===== config.mk =====
export PLATFORM = sky130hd
export DESIGN_NAME = mem_request_queue
export DESIGN_NICKNAME = d
export VERILOG_FILES = /design/src/rtl/global_defs.sv /design/src/rtl/mem_request_queue.sv
export SDC_FILE = /design/constraint.sdc
export NUM_CORES = 1
export LEC_CHECK = 0
export BUFFER_PORTS_ARGS = -buffer_cell sky130_fd_sc_hd__buf_2
export CAP_MARGIN = 20
export CORE_MARGIN = 10
export CORE_UTILIZATION = 30
export CTS_BUF_LIST = sky130_fd_sc_hd__clkbuf_4
export CTS_CLUSTER_SIZE = 12
export DETAILED_ROUTE_END_ITERATION = 16
export GPL_TIMING_DRIVEN = 0
export SLEW_MARGIN = 20
export SYNTH_ARGS = -nofsm -noshare
export SYNTH_HDL_FRONTEND = slang
export SYNTH_SLANG_ARGS = --single-unit

===== constraint.sdc =====
create_clock -name clk -period 4.1 [get_ports clk]
set_input_delay 0.205 -clock clk [delete_from_list [all_inputs] [get_ports clk]]
set_output_delay 0.205 -clock clk [all_outputs]
set_load 0.005 [all_outputs]

===== src/rtl/global_defs.sv =====
// Shared definitions for the trace-replay memory path.
//   parsed_op_t    : opcode produced by the trace parser (NOP = no operation)
//   queue_states_t : occupancy state of mem_request_queue
//   ADDRESS_WIDTH  : width of every request address
//   QUEUE_DEPTH    : default number of entries in mem_request_queue
package global_defs;

    localparam int ADDRESS_WIDTH = 32;
    localparam int QUEUE_DEPTH   = 16;

    typedef enum logic [1:0] {
        NOP    = 2'd0,
        READ   = 2'd1,
        WRITE  = 2'd2,
        IFETCH = 2'd3
    } parsed_op_t;

    typedef enum logic [1:0] {
        Q_EMPTY  = 2'd0,
        Q_ACTIVE = 2'd1,
        Q_FULL   = 2'd2
    } queue_states_t;

endpackage


===== src/rtl/mem_request_queue.sv =====
// Bounded in-order request queue between the trace parser and the DRAM
// command scheduler. Holds up to DEPTH requests in a circular buffer and
// presents the oldest one together with the number of cycles it has waited.
//
// Ports:
//   clk, rst      : clock, asynchronous active-high reset
//   in_valid      : parser offers a request (NOPs are accepted and dropped)
//   in_opcode     : opcode of the offered request
//   in_address    : address of the offered request
//   in_ready      : queue can accept (== !full)
//   out_valid     : head entry present (== !empty)
//   out_opcode    : head opcode, NOP when empty
//   out_address   : head address, 0 when empty
//   out_age       : cycles the head has been resident (saturating), 0 when empty
//   out_ready     : scheduler consumes the head this cycle
//   occupancy     : number of valid entries
//   full, empty   : occupancy == DEPTH / occupancy == 0
//   state         : debug view of the occupancy FSM
module mem_request_queue
    import global_defs::*;
#(
    parameter int DEPTH     = QUEUE_DEPTH,
    parameter int AGE_WIDTH = 8
) (
    input  logic                          clk,
    input  logic                          rst,
    input  logic                          in_valid,
    input  parsed_op_t                    in_opcode,
    input  logic [ADDRESS_WIDTH-1:0]      in_address,
    output logic                          in_ready,
    output logic                          out_valid,
    output parsed_op_t                    out_opcode,
    output logic [ADDRESS_WIDTH-1:0]      out_address,
    output logic [AGE_WIDTH-1:0]          out_age,
    input  logic                          out_ready,
    output logic [$clog2(DEPTH):0]        occupancy,
    output logic                          full,
    output logic                          empty,
    output queue_states_t                 state
);

    localparam int PTR_W = $clog2(DEPTH);
    localparam int OCC_W = PTR_W + 1;
    localparam logic [AGE_WIDTH-1:0] AGE_MAX = '1;

    logic [PTR_W-1:0]         wr_ptr_reg;
    logic [PTR_W-1:0]         rd_ptr_reg;
    logic [OCC_W-1:0]         occupancy_reg;
    logic [OCC_W-1:0]         occupancy_next;
    queue_states_t            state_reg;

    parsed_op_t               op_mem   [DEPTH];
    logic [ADDRESS_WIDTH-1:0] addr_mem [DEPTH];
    logic [AGE_WIDTH-1:0]     age_reg  [DEPTH];
    logic                     valid_reg[DEPTH];

    logic enq;
    logic deq;

    // Status flags come straight from the occupancy register, so nothing on
    // in_* or out_ready reaches any output combinationally.
    assign full      = (occupancy_reg == OCC_W'(DEPTH));
    assign empty     = (occupancy_reg == '0);
    assign in_ready  = !full;
    assign out_valid = !empty;
    assign occupancy = occupancy_reg;
    assign state     = state_reg;

    // NOPs are acknowledged (in_ready still high) but never stored.
    assign enq = in_valid && !full && (in_opcode != NOP);
    assign deq = !empty && out_ready;

    always_comb begin
        occupancy_next = occupancy_reg;
        case ({enq, deq})
            2'b10:   occupancy_next = occupancy_reg + OCC_W'(1);
            2'b01:   occupancy_next = occupancy_reg - OCC_W'(1);
            default: occupancy_next = occupancy_reg;
        endcase
    end

    // Pointers, occupancy and the occupancy FSM.
    always_ff @(posedge clk or posedge rst) begin
        if (rst) begin
            wr_ptr_reg    <= '0;
            rd_ptr_reg    <= '0;
            occupancy_reg <= '0;
            state_reg     <= Q_EMPTY;
        end else begin
            // Pointer width is log2(DEPTH), so the increment wraps by itself.
            if (enq) wr_ptr_reg <= wr_ptr_reg + PTR_W'(1);
            if (deq) rd_ptr_reg <= rd_ptr_reg + PTR_W'(1);
            occupancy_reg <= occupancy_next;

            case (state_reg)
                Q_EMPTY: begin
                    if (enq) state_reg <= Q_ACTIVE;
                end
                Q_ACTIVE: begin
                    if (occupancy_next == OCC_W'(DEPTH))
                        state_reg <= Q_FULL;
                    else if (occupancy_next == '0)
                        state_reg <= Q_EMPTY;
                end
                Q_FULL: begin
                    if (deq) state_reg <= Q_ACTIVE;
                end
                default: state_reg <= Q_EMPTY;
            endcase
        end
    end

    // Payload storage carries no reset: validity is tracked separately and
    // the head outputs are masked while the queue is empty.
    always_ff @(posedge clk) begin
        if (enq) begin
            op_mem[wr_ptr_reg]   <= in_opcode;
            addr_mem[wr_ptr_reg] <= in_address;
        end
    end

    // Per-entry valid flag and saturating age counter. An entry can never be
    // written and consumed in the same cycle: wr_ptr == rd_ptr only when the
    // queue is empty (no dequeue) or full (no enqueue).
    for (genvar gi = 0; gi < DEPTH; gi++) begin : g_entry
        always_ff @(posedge clk or posedge rst) begin
            if (rst) begin
                valid_reg[gi] <= 1'b0;
                age_reg[gi]   <= '0;
            end else if (enq && (wr_ptr_reg == PTR_W'(gi))) begin
                valid_reg[gi] <= 1'b1;
                age_reg[gi]   <= '0;
            end else if (deq && (rd_ptr_reg == PTR_W'(gi))) begin
                valid_reg[gi] <= 1'b0;
            end else if (valid_reg[gi] && (age_reg[gi] != AGE_MAX)) begin
                age_reg[gi] <= age_reg[gi] + AGE_WIDTH'(1);
            end
        end
    end

    assign out_opcode  = empty ? NOP : op_mem[rd_ptr_reg];
    assign out_address = empty ? '0  : addr_mem[rd_ptr_reg];
    assign out_age     = empty ? '0  : age_reg[rd_ptr_reg];

endmodule


==> results.md <==
* Initial antenna violation count at 7
* Worst slew margin at 37.3%
* Setup slack after layout at 0.191 ns
* Leakage at 0.0126 uW
* Routability congestion estimate at 0.817
* Io pins at 91
* Placement Cell Area at 33,100 um2
* Die area at 113,000 um2
* Total GRT Usage at 13.7%
* Run status: finished, final reports clean
* Row count at 115
* Clock-pin slew on the worst setup and hold paths at 0.07 ns
* CTS buffer count at 170
* Vias in the first global route at 18,300
* Post-synthesis cell type count at 55
* Die height at 336 um
* Layout area overhead at 20.1%
* DR iter-0 viols at 1,540
* Vias per Instance at 5.11
* Starting density of the core at 30.4%
* Longest Clk Path Bufs at 3
* Post-synth top flop: edfxtp_1
* Final setup viols at 0
* Largest net degree at the start of global routing at 35
* PwrDens at 670 nW/um2
* Reg2Reg Depth at 13
* Share of power burned in registers at 40.0%
* Port Buf Inserts at 89
* Crit path capture: out_address[31]
* Total placed cells including tap cells at 3,126
* RSZ-0062 raised after global routing: no
* Max Fclk at 0.256 GHz
* Arr. time, crit path at 3.70 ns
* Drt first pass iters at 5
* Final hold vios at 0
* Peak supply drop at 0.000310 V
* Antenna-violating nets left at 0
* Asr flop ratio synth at 22.6%
* Die X at 336 um
* Sink Count at 703
* Max-cap viol count at 0
* Endpoint type of the worst setup path: output pin
* Psw at 8290 uW
* Core region area at 98,700 um2
* Comb power frac at 35.8%
* Final-stage net count at 2,116
* Int Power at 15,800 uW
* Post-synth top area share at 54.5%
* Ranking of synthesized cells by area: edfxtp_1 55%, mux4_2 16%, dfrtp_1 13%
* Tightest Hold Check Type: primary input to flip-flop
* Final Cycle Share at 95.3%
* Gate Count Post-Synth at 1,703
* CTS tree: done
* Root buffer cell: clkbuf_4
* Global-route wire length before repair at 116,000 um
* Max Slew Vio Count at 0
* Clock Latency Late Sink at 1.00 ns
* Worst-margin pin slew at 0.940 ns
* Fin cells at 3,483
* Synth Area per Inst at 17.6 um2
* Max reg flops at 512
* Switching Share at 34.4%
* CP max FO at 10
* R2r startpoint: occupancy[2]$_DFF_PP0_
* DRC violations left at 0
* Layout cell share with drive strength beyond 1 at 31.8%
* Post-synthesis sequential area ratio at 67.8%
* EDFF count, synth at 544
* Post-synthesis register bit count at 703
* Final wirelength at 77,400 um
* DP Wirelength at 52,300 um
* Final Critical Period at 3.91 ns
* Fin Setup TNS at 0 ns
* Synth Cell Area at 30,000 um2
* Layout Skew at 0.0634 ns
* Setup bufs post-CTS at 0
* Warnings from Yosys at 0
* Startpoint types: flip-flop
* Reg2reg end: state[1]$_DFFE_PP0P_
* DR vias at 17,800
* H-tree depth at 4
* Post-synth top area cell: edfxtp_1
* Aggregate global routing overflow at 0
* Commonest cells in the synthesized netlist: 544 x edfxtp_1, 210 x mux4_2, 159 x dfrtp_1
* Most common cell in the netlist: edfxtp_1
* CP Class: flip-flop to output pin
* Per-cell routed wire length at 22.2 um
* Pre-CTS setup slack at -1.08 ns
* Final instance area at 36,000 um2
* Synth Net Count at 1,768
* WP data required at 3.89 ns
* Clock share of power at 24.3%
* FF-to-FF setup slack at 0.25 ns
* Final Total Pwr at 24,100 uW
* Worst setup path startpoint: rd_ptr_reg[0]$_DFFE_PP0N_
-- metal layers --
metal | track usage (%) | wire length, um | part of all wire [%]
met1 | 16.7 | 30700 | 40
met2 | 23.3 | 39400 | 51
met3 | 3.31 | 5150 | 6.7
met4 | 5.31 | 2140 | 2.8
met5 | 0 | 13 | 0.017
-- kinds of logic (layout without fill, tap and decap cells) --
family | count (synthesis) | in the layout | synth area share, %
XOR/XNOR | 95 | 95 | 2.78
other | 0 | 5 | 0
AND/OR/NAND/NOR | 452 | 452 | 8.16
AO/OA/AOI/OAI | 108 | 108 | 2.58
buffers and inverters | 94 | 582 | 1.31
flip-flops | 703 | 703 | 67.8
multiplexers | 224 | 224 | 16.3
adder cells (fa/ha/maj) | 27 | 27 | 1.13
-- power groups by stage --
stage / registers, uW / logic, uW / clock network, uW
final: 9640 / 8620 / 5850
after global placement: 9720 / 8180 / 0
after CTS: 9610 / 8780 / 6020
after floorplan: 9440 / 5560 / 0
after detailed placement: 9720 / 8630 / 0
after global routing: 9750 / 9320 / 6360
-- area by class of cell --
class                   instances  area [um2]
inverters                      22        88.8
repair buffers                179        1860
plain buffers                  69         440
flip-flops and latches        703       20300
well taps                    1287        1610
clock buffers                 243        1820
clock inverters                69         405
diodes                          5        12.5
fillers                      9223       62700
multi-input cells             906        9420
-- placed cells by master, fill, tap and decap left out, drive strengths merged, types with 8 or more instances in the layout --
master       count
o21ai           30
buf            160
nor2           122
inv             29
or4              8
and2            48
mux2i           13
a21oi           29
dfrtp          159
a21o             9
clkinv          55
ha              27
dlygate4sd3     43
clkbuf         282
nor3b            8
and3            27
xnor2           37
xor2            58
edfxtp         544
nand3           63
and4            17
mux4           210
nor3            22
nand4           58
or3             13
o2111ai         13
nand2           43
-- per-stage QoR --
stage,util [%],hold slack [ns]
floorplan,-,0.304
global placement,32.5,0.465
detailed placement,33.6,0.276
CTS,36.4,0.000374
global route,36.4,0.0584
finish,36.4,0.137
-- critical path, cell delays in order (launching register included) --
cell and delay, ns:
dfrtp_1 0.38, clkbuf_4 0.26, clkbuf_4 0.29, buf_4 0.31, mux4_2 0.55, mux4_2 0.47, and2_1 0.28, buf_2 0.18
-- worst min-delay path by stage --
stage | start | slack (ns) | endpoint | cells after the start
after detailed placement | rst | 0.28 | age_reg[0]$_DFFE_PP0P_ | 2
after global routing | in_address[12] | 0.06 | addr_mem[10][12]$_DFFE_PP_ | 2
after CTS | in_address[24] | 0.0004 | addr_mem[9][24]$_DFFE_PP_ | 2
after floorplan | in_address[0] | 0.30 | addr_mem[0][0]$_DFFE_PP_ | 0
after global placement | valid_reg[13]$_DFFE_PP0P_ | 0.46 | valid_reg[13]$_DFFE_PP0P_ | 1
final | in_address[12] | 0.14 | addr_mem[5][12]$_DFFE_PP_ | 2
-- what timing repair did --
item	CTS	global route
endpoints found under the setup margin	60	25
hold endpoints to repair	734	0
hold buffers	43	0
gates resized for setup	77	6
Power figures use the tool's default switching activity.
